### config.mk
export PLATFORM = sky130hd
export DESIGN_NAME = onfi_init_ctrl
export DESIGN_NICKNAME = d
export VERILOG_FILES = /design/src/rtl/onfi_pkg.sv /design/src/rtl/onfi_sync2.sv /design/src/rtl/onfi_init_ctrl.sv
export SDC_FILE = /design/constraint.sdc
export NUM_CORES = 1
export LEC_CHECK = 0
export ABC_AREA = 1
export CAP_MARGIN = 20
export CORE_ASPECT_RATIO = 0.5
export CORE_MARGIN = 10
export CORE_UTILIZATION = 50
export CTS_BUF_LIST = sky130_fd_sc_hd__clkbuf_4 sky130_fd_sc_hd__clkbuf_8 sky130_fd_sc_hd__clkbuf_16
export DETAILED_ROUTE_END_ITERATION = 16
export HOLD_SLACK_MARGIN = 0.06
export MAX_ROUTING_LAYER = met4
export PLACE_DENSITY = 0.76
export SETUP_SLACK_MARGIN = 0.3
export SYNTH_ARGS = -nofsm -noshare
export SYNTH_HDL_FRONTEND = slang
export SYNTH_HIERARCHICAL = 1
export SYNTH_SLANG_ARGS = --single-unit
### constraint.sdc
create_clock -name onfi_clk -period 5.5 [get_ports onfi_clk]
set_clock_uncertainty 0.2 [all_clocks]
set_input_delay 1.375 -clock onfi_clk [delete_from_list [all_inputs] [get_ports onfi_clk]]
set_output_delay 1.375 -clock onfi_clk [all_outputs]
set_load 0.03 [all_outputs]
### src/rtl/onfi_pkg.sv
`default_nettype none
// ============================================================================
//  Module      : onfi_pkg
//  Description : Shared types and constants for the ONFI init/reset path:
//                init controller state encoding, reset opcode and default
//                timing values.
//  Revision    : 1.0 - initial release
// ============================================================================
package onfi_pkg;

    // Init controller states
    typedef enum logic [2:0] {
        PWRUP    = 3'd0,
        ISSUE    = 3'd1,
        WAIT_SEQ = 3'd2,
        TWB      = 3'd3,
        WAIT_RDY = 3'd4,
        FAIL     = 3'd5,
        DONE     = 3'd6,
        ERR      = 3'd7
    } onfi_init_state_e;

    // ONFI RESET opcode, also used by the reset command sequencer
    localparam logic [7:0] CMD_RESET = 8'hFF;

    // Default timing, in onfi_clk cycles
    localparam int DEF_POWERUP_WAIT = 10000;
    localparam int DEF_TWB_CYCLES   = 8;
    localparam int DEF_RDY_TIMEOUT  = 50000;
    localparam int DEF_RETRY_MAX    = 3;
    localparam int DEF_CNT_W        = 16;

    // 2-bit increment that sticks at 3
    function automatic logic [1:0] sat_inc2(input logic [1:0] v);
        return (v == 2'd3) ? v : v + 2'd1;
    endfunction

endpackage
`default_nettype wire

### src/rtl/onfi_sync2.sv
`default_nettype none
// ============================================================================
//  Module      : onfi_sync2
//  Description : Two-flop synchroniser with a configurable reset (preset)
//                value, for asynchronous pad inputs.
//  Revision    : 1.0 - initial release
// ============================================================================
module onfi_sync2 #(
    parameter int               WIDTH     = 1,
    parameter logic [WIDTH-1:0] RESET_VAL = '0
) (
    input  logic             clk,
    input  logic             rst_n,
    input  logic [WIDTH-1:0] i_d,
    output logic [WIDTH-1:0] o_q
);

    logic [WIDTH-1:0] r_meta;
    logic [WIDTH-1:0] r_sync;

    // Two-stage capture of the asynchronous input
    always_ff @(posedge clk or negedge rst_n) begin
        if (!rst_n) begin
            r_meta <= RESET_VAL;
            r_sync <= RESET_VAL;
        end else begin
            r_meta <= i_d;
            r_sync <= r_meta;
        end
    end

    assign o_q = r_sync;

endmodule
`default_nettype wire

### src/rtl/onfi_init_ctrl.sv
`default_nettype none
// ============================================================================
//  Module      : onfi_init_ctrl
//  Description : ONFI power-up / re-init controller. Waits out power-up,
//                kicks the reset command sequencer, waits tWB, then polls
//                R/B# with per-state timeout and bounded retry.
//  Revision    : 1.0 - initial release
// ============================================================================
module onfi_init_ctrl
    import onfi_pkg::*;
#(
    parameter int POWERUP_WAIT = DEF_POWERUP_WAIT,
    parameter int TWB_CYCLES   = DEF_TWB_CYCLES,
    parameter int RDY_TIMEOUT  = DEF_RDY_TIMEOUT,
    parameter int RETRY_MAX    = DEF_RETRY_MAX,
    parameter int CNT_W        = DEF_CNT_W
) (
    input  logic       onfi_clk,
    input  logic       onfi_rst_n,
    input  logic       init_req,
    input  logic       onfi_rbn,
    output logic       rst_seq_start,
    input  logic       rst_seq_done,
    output logic       init_busy,
    output logic       init_done,
    output logic       init_err,
    output logic [1:0] retry_cnt
);

    localparam logic [CNT_W-1:0] C_PWRUP_LAST = CNT_W'(POWERUP_WAIT - 1);
    localparam logic [CNT_W-1:0] C_TWB_LAST   = CNT_W'(TWB_CYCLES - 1);
    localparam logic [CNT_W-1:0] C_TMO_LAST   = CNT_W'(RDY_TIMEOUT - 1);

    onfi_init_state_e r_state;
    onfi_init_state_e w_next_state;
    logic [CNT_W-1:0] r_cnt;
    logic [1:0]       r_retry_cnt;
    logic [1:0]       w_retry_next;
    logic [1:0]       w_retry_inc;
    logic             w_rdy_s;
    logic             w_counting;
    logic             r_rst_seq_start;
    logic             r_init_busy;
    logic             r_init_done;
    logic             r_init_err;

    // R/B# resynchronised; preset to busy so nothing looks ready out of reset
    onfi_sync2 #(
        .WIDTH     (1),
        .RESET_VAL (1'b0)
    ) u_rbn_sync (
        .clk   (onfi_clk),
        .rst_n (onfi_rst_n),
        .i_d   (onfi_rbn),
        .o_q   (w_rdy_s)
    );

    assign w_counting  = (r_state == PWRUP) || (r_state == WAIT_SEQ) ||
                         (r_state == TWB)   || (r_state == WAIT_RDY);
    assign w_retry_inc = sat_inc2(r_retry_cnt);

    // Next-state and retry-count decision
    always_comb begin
        w_next_state = r_state;
        w_retry_next = r_retry_cnt;
        case (r_state)
            PWRUP: begin
                if (r_cnt == C_PWRUP_LAST) w_next_state = ISSUE;
            end
            ISSUE: begin
                w_next_state = WAIT_SEQ;
            end
            WAIT_SEQ: begin
                if (rst_seq_done)              w_next_state = TWB;
                else if (r_cnt == C_TMO_LAST)  w_next_state = FAIL;
            end
            TWB: begin
                if (r_cnt == C_TWB_LAST) w_next_state = WAIT_RDY;
            end
            WAIT_RDY: begin
                // Ready takes priority over a coincident timeout
                if (w_rdy_s)                   w_next_state = DONE;
                else if (r_cnt == C_TMO_LAST)  w_next_state = FAIL;
            end
            FAIL: begin
                w_retry_next = w_retry_inc;
                w_next_state = (int'(w_retry_inc) < RETRY_MAX) ? ISSUE : ERR;
            end
            DONE, ERR: begin
                if (init_req) begin
                    w_retry_next = 2'd0;
                    w_next_state = ISSUE;
                end
            end
            default: begin
                w_next_state = PWRUP;
            end
        endcase
    end

    // State, shared counter, retry count and registered status outputs
    always_ff @(posedge onfi_clk or negedge onfi_rst_n) begin
        if (!onfi_rst_n) begin
            r_state         <= PWRUP;
            r_cnt           <= '0;
            r_retry_cnt     <= 2'd0;
            r_rst_seq_start <= 1'b0;
            r_init_busy     <= 1'b1;
            r_init_done     <= 1'b0;
            r_init_err      <= 1'b0;
        end else begin
            r_state     <= w_next_state;
            r_retry_cnt <= w_retry_next;
            if (w_next_state != r_state)
                r_cnt <= '0;
            else if (w_counting && (r_cnt != '1))
                r_cnt <= r_cnt + 1'b1;
            r_rst_seq_start <= (w_next_state == ISSUE);
            r_init_done     <= (w_next_state == DONE);
            r_init_err      <= (w_next_state == ERR);
            r_init_busy     <= (w_next_state != DONE) && (w_next_state != ERR);
        end
    end

    assign rst_seq_start = r_rst_seq_start;
    assign init_busy     = r_init_busy;
    assign init_done     = r_init_done;
    assign init_err      = r_init_err;
    assign retry_cnt     = r_retry_cnt;

endmodule
`default_nettype wire

==> flow_metrics.py <==
metrics = {
    "clocking": {
        "cts_buffers": 3,
        "cts_tree": "built",
        "hold_buffers": 0,
        "htreeDepth": 1,
        "clockRootBuffer": "clkbuf_8",
        "clkTransAtPathRegs_ns": 0.09,
        "cts_resized": 0,
        "clk_path_buf_depth": 2,
        "cts.sinks": 27,
        "clk_latency_ns": 0.27,
        "postCtsSetupBuffers": 0,
    },
    "power": {
        "peakVddDrop_mv": 0.199,
        "leakage_nw": 0.853,
        "power_mw": 0.696,
        "power_density_nw_per_um2": 366,
    },
    "synth": {
        "avgSynthCellArea_um2": 8.19,
        "syn_nets": 218,
        "synthDistinctLibCells": 33,
        "ys_warn_count": 6,
        "ys_ff_latch": 27,
        "yosysSeqAreaShare": 0.390,
        "syn_area_um2": 1740,
        "synthCells": 212,
    },
    "floorplan": {
        "die_h_um": 61.7,
        "die_x_um": 103,
        "dieArea_um2": 6370,
        "io_pins": 11,
        "start_util": 0.551,
        "core.rowCount": 14,
        "core_region_area_um2": 3150,
    },
    "detailed_routing": {
        "totalWireLength_um": 3070,
        "vias_per_cell": 4.84,
        "drt_iter0_drc": 68,
        "firstDrtPassIters": 4,
        "ant_nets": 0,
        "drc": 0,
        "via_count": 1278,
        "routedWlPerCell_um": 11.6,
    },
    "setup_path": {
        "crit_type": "in2reg",
        "reg2reg_from": "r_cnt[0]",
        "cp_max_fo": 16,
        "cp.required_ns": 5.50,
        "rrSetupSlack_ns": 3.23,
        "crit_top_cell": "nand2_2",
        "cp_num_cells": 10,
        "cp_slowest_stage_delay_ns": 0.44,
        "crit_path_end_kind": "flop",
        "start_kind": "primary input",
        "crit_end": "r_cnt[0]",
        "startpoint": "init_req",
        "worstPathArrival_ns": 3.07,
        "worst_r2r_path_depth": 13,
        "worst-path-buf-inv": 1,
        "reg2reg_to": "r_cnt[0]",
        "crit_slowest_cell": "clkdlybuf4s50_1",
        "crit_chain": "clkdlybuf4s50_1 -> nand3_1 -> o211ai_1 -> a21oi_2 -> nand3_2 -> nand2_2 -> nand2_1 -> nand2_2 -> nand3_4 -> nor2_1",
        "path_delay_family": "simple AND/OR/NAND/NOR gates",
    },
    "placement": {
        "hpwl_um": 2390,
        "place_congestion": 0.810,
        "pre_cts_ws_ns": 2.12,
        "portBuffers": 10,
    },
    "timing": {
        "layout_setup_ws_ns": 2.43,
        "rsz0062_at_grt": "false",
        "tightestPinTransition_ns": 0.402,
        "min_period_ns": 3.07,
        "setup_tns_ns": 0,
        "setup_violations": 0,
        "finalCritPeriodShare": 0.558,
        "holdWs_ns": 0.156,
        "slew_headroom": 0.732,
        "hold_violations": 0,
        "slew_viol_final": 0,
        "fmax_mhz": 326,
    },
    "grt": {
        "grt_start_max_net_pins": 28,
        "globalRouteMet2Util": 0.184,
        "grt_pass1_vias": 1297,
        "grt-busiest-layer": "met2",
        "use_met3": 0.0302,
        "grt_use_total": 0.112,
        "grt_pass1_wl_um": 5650,
        "met1_usage": 0.135,
        "antenna_found_initial": 0,
        "overflow": 0,
    },
    "final_layout": {
        "multiInputGateArea_um2": 903,
        "layout_commonest_cell": "nand2_1",
        "antenna_cells": 0,
        "drive_above_1_share": 0.219,
        "seq_area_um2": 677,
        "nets": 231,
        "area_delta_synth_final_pct": 9.51,
        "fillers": 285,
        "most-common-layout-cells": "nand2_1 (43), inv_1 (26), nor2_1 (26), dfrtp_1 (26), nor2_4 (14)",
    },
    "flow_run": {
        "maxCapViolCount": 0,
    },
    "run_status": {
        "status": "finished, final reports clean",
    },
    "min_path": {
        "min_path_type": "reg2reg",
    },
}
## power breakdown
part	leakage (nW)	internal, mW	switching (mW)
clock	0.0255	0.0508	0.0618
sequential	0.360	0.220	0.0219
combinational	0.467	0.0968	0.244
total	0.853	0.367	0.328
## final cells by class
| cell class | instances | share of cell area |
|---|---|---|
| Clock buffer | 3 | 0.0217 |
| Clock inverter | 1 | 0.00263 |
| Inverter | 31 | 0.0618 |
| Multi-Input combinational cell | 151 | 0.475 |
| Sequential cell | 27 | 0.356 |
| Tap cell | 40 | 0.0263 |
| Timing Repair Buffer | 11 | 0.0566 |
## state kept, by name, summed over array words and instances, names as in the netlist
| register | count |
|---|---|
| r_cnt | 16 |
| r_state | 3 |
| retry_cnt | 2 |
| init_busy | 1 |
| init_done | 1 |
| init_err | 1 |
| rst_seq_start | 1 |
| u_rbn_sync/o_q | 1 |
| u_rbn_sync/r_meta | 1 |
## routing by layer
| metal | vias to the layer above | share of wire | wire length [µm] |
|---|---|---|---|
| li1 | 677 | - | - |
| met2 | 17 | 0.45 | 1380 |
| met1 | 580 | 0.50 | 1530 |
| met4 | 0 | 0.011 | 34 |
| met3 | 4 | 0.038 | 117 |
| met5 | - | 0 | 0 |
## cell usage after synthesis
| cell type | instances | share of area |
|---|---|---|
| nor2_4 | 14 | 0.091 |
| ha_1 | 1 | 0.0072 |
| dfstp_2 | 1 | 0.015 |
| nand4_1 | 6 | 0.022 |
| o31ai_2 | 1 | 0.0072 |
| a21boi_0 | 1 | 0.0043 |
| nand2_4 | 2 | 0.013 |
| inv_2 | 2 | 0.0043 |
| xnor2_1 | 1 | 0.0050 |
| nor3_1 | 6 | 0.017 |
| a21oi_2 | 1 | 0.0050 |
| a21oi_1 | 1 | 0.0029 |
| xor2_1 | 11 | 0.055 |
| nor2_2 | 8 | 0.029 |
| o22ai_2 | 1 | 0.0072 |
| o211ai_1 | 1 | 0.0043 |
| nand2_2 | 10 | 0.036 |
| o21ai_0 | 1 | 0.0029 |
| nand3b_1 | 1 | 0.0043 |
| buf_12 | 1 | 0.012 |
| buf_4 | 1 | 0.0043 |
| nor2_1 | 26 | 0.056 |
| inv_1 | 26 | 0.056 |
| nand3_2 | 2 | 0.012 |
| dfrtp_1 | 26 | 0.37 |
| buf_6 | 1 | 0.0065 |
| nand3_1 | 10 | 0.029 |
| o22ai_1 | 1 | 0.0036 |
| nand3_4 | 1 | 0.010 |
| a31oi_1 | 1 | 0.0036 |
| clkinv_1 | 2 | 0.0043 |
| nand2_1 | 43 | 0.093 |
| clkinv_2 | 1 | 0.0029 |
## per-stage QoR
stage	area [µm²]	instances	utilization
after floorplan	1740	212	-
after global placement	1860	260	0.588
after detailed placement	1860	260	0.588
after CTS	1900	264	0.603
after global routing	1900	264	0.603
final	1900	264	0.603
## worst min-delay path by stage
stage / startpoint / end / slack, ns / cells past startpoint
after global placement: u_rbn_sync/r_meta / u_rbn_sync/o_q / 0.13 / 0
after detailed placement: u_rbn_sync/r_meta / u_rbn_sync/o_q / 0.14 / 0
after global routing: u_rbn_sync/r_meta / u_rbn_sync/o_q / 0.16 / 0
final: u_rbn_sync/r_meta / u_rbn_sync/o_q / 0.16 / 0
after CTS: u_rbn_sync/r_meta / u_rbn_sync/o_q / 0.16 / 0
after floorplan: u_rbn_sync/r_meta / u_rbn_sync/o_q / 0.13 / 0
## cells by family after synthesis
kind of cell,share of synthesized area
fa+ha+maj,0.00720
xor+xnor,0.0605
compound gates,0.0411
flops,0.390
buf+inv,0.0901
simple gates,0.411
No activity file was read; power rests on OpenSTA's default activity.
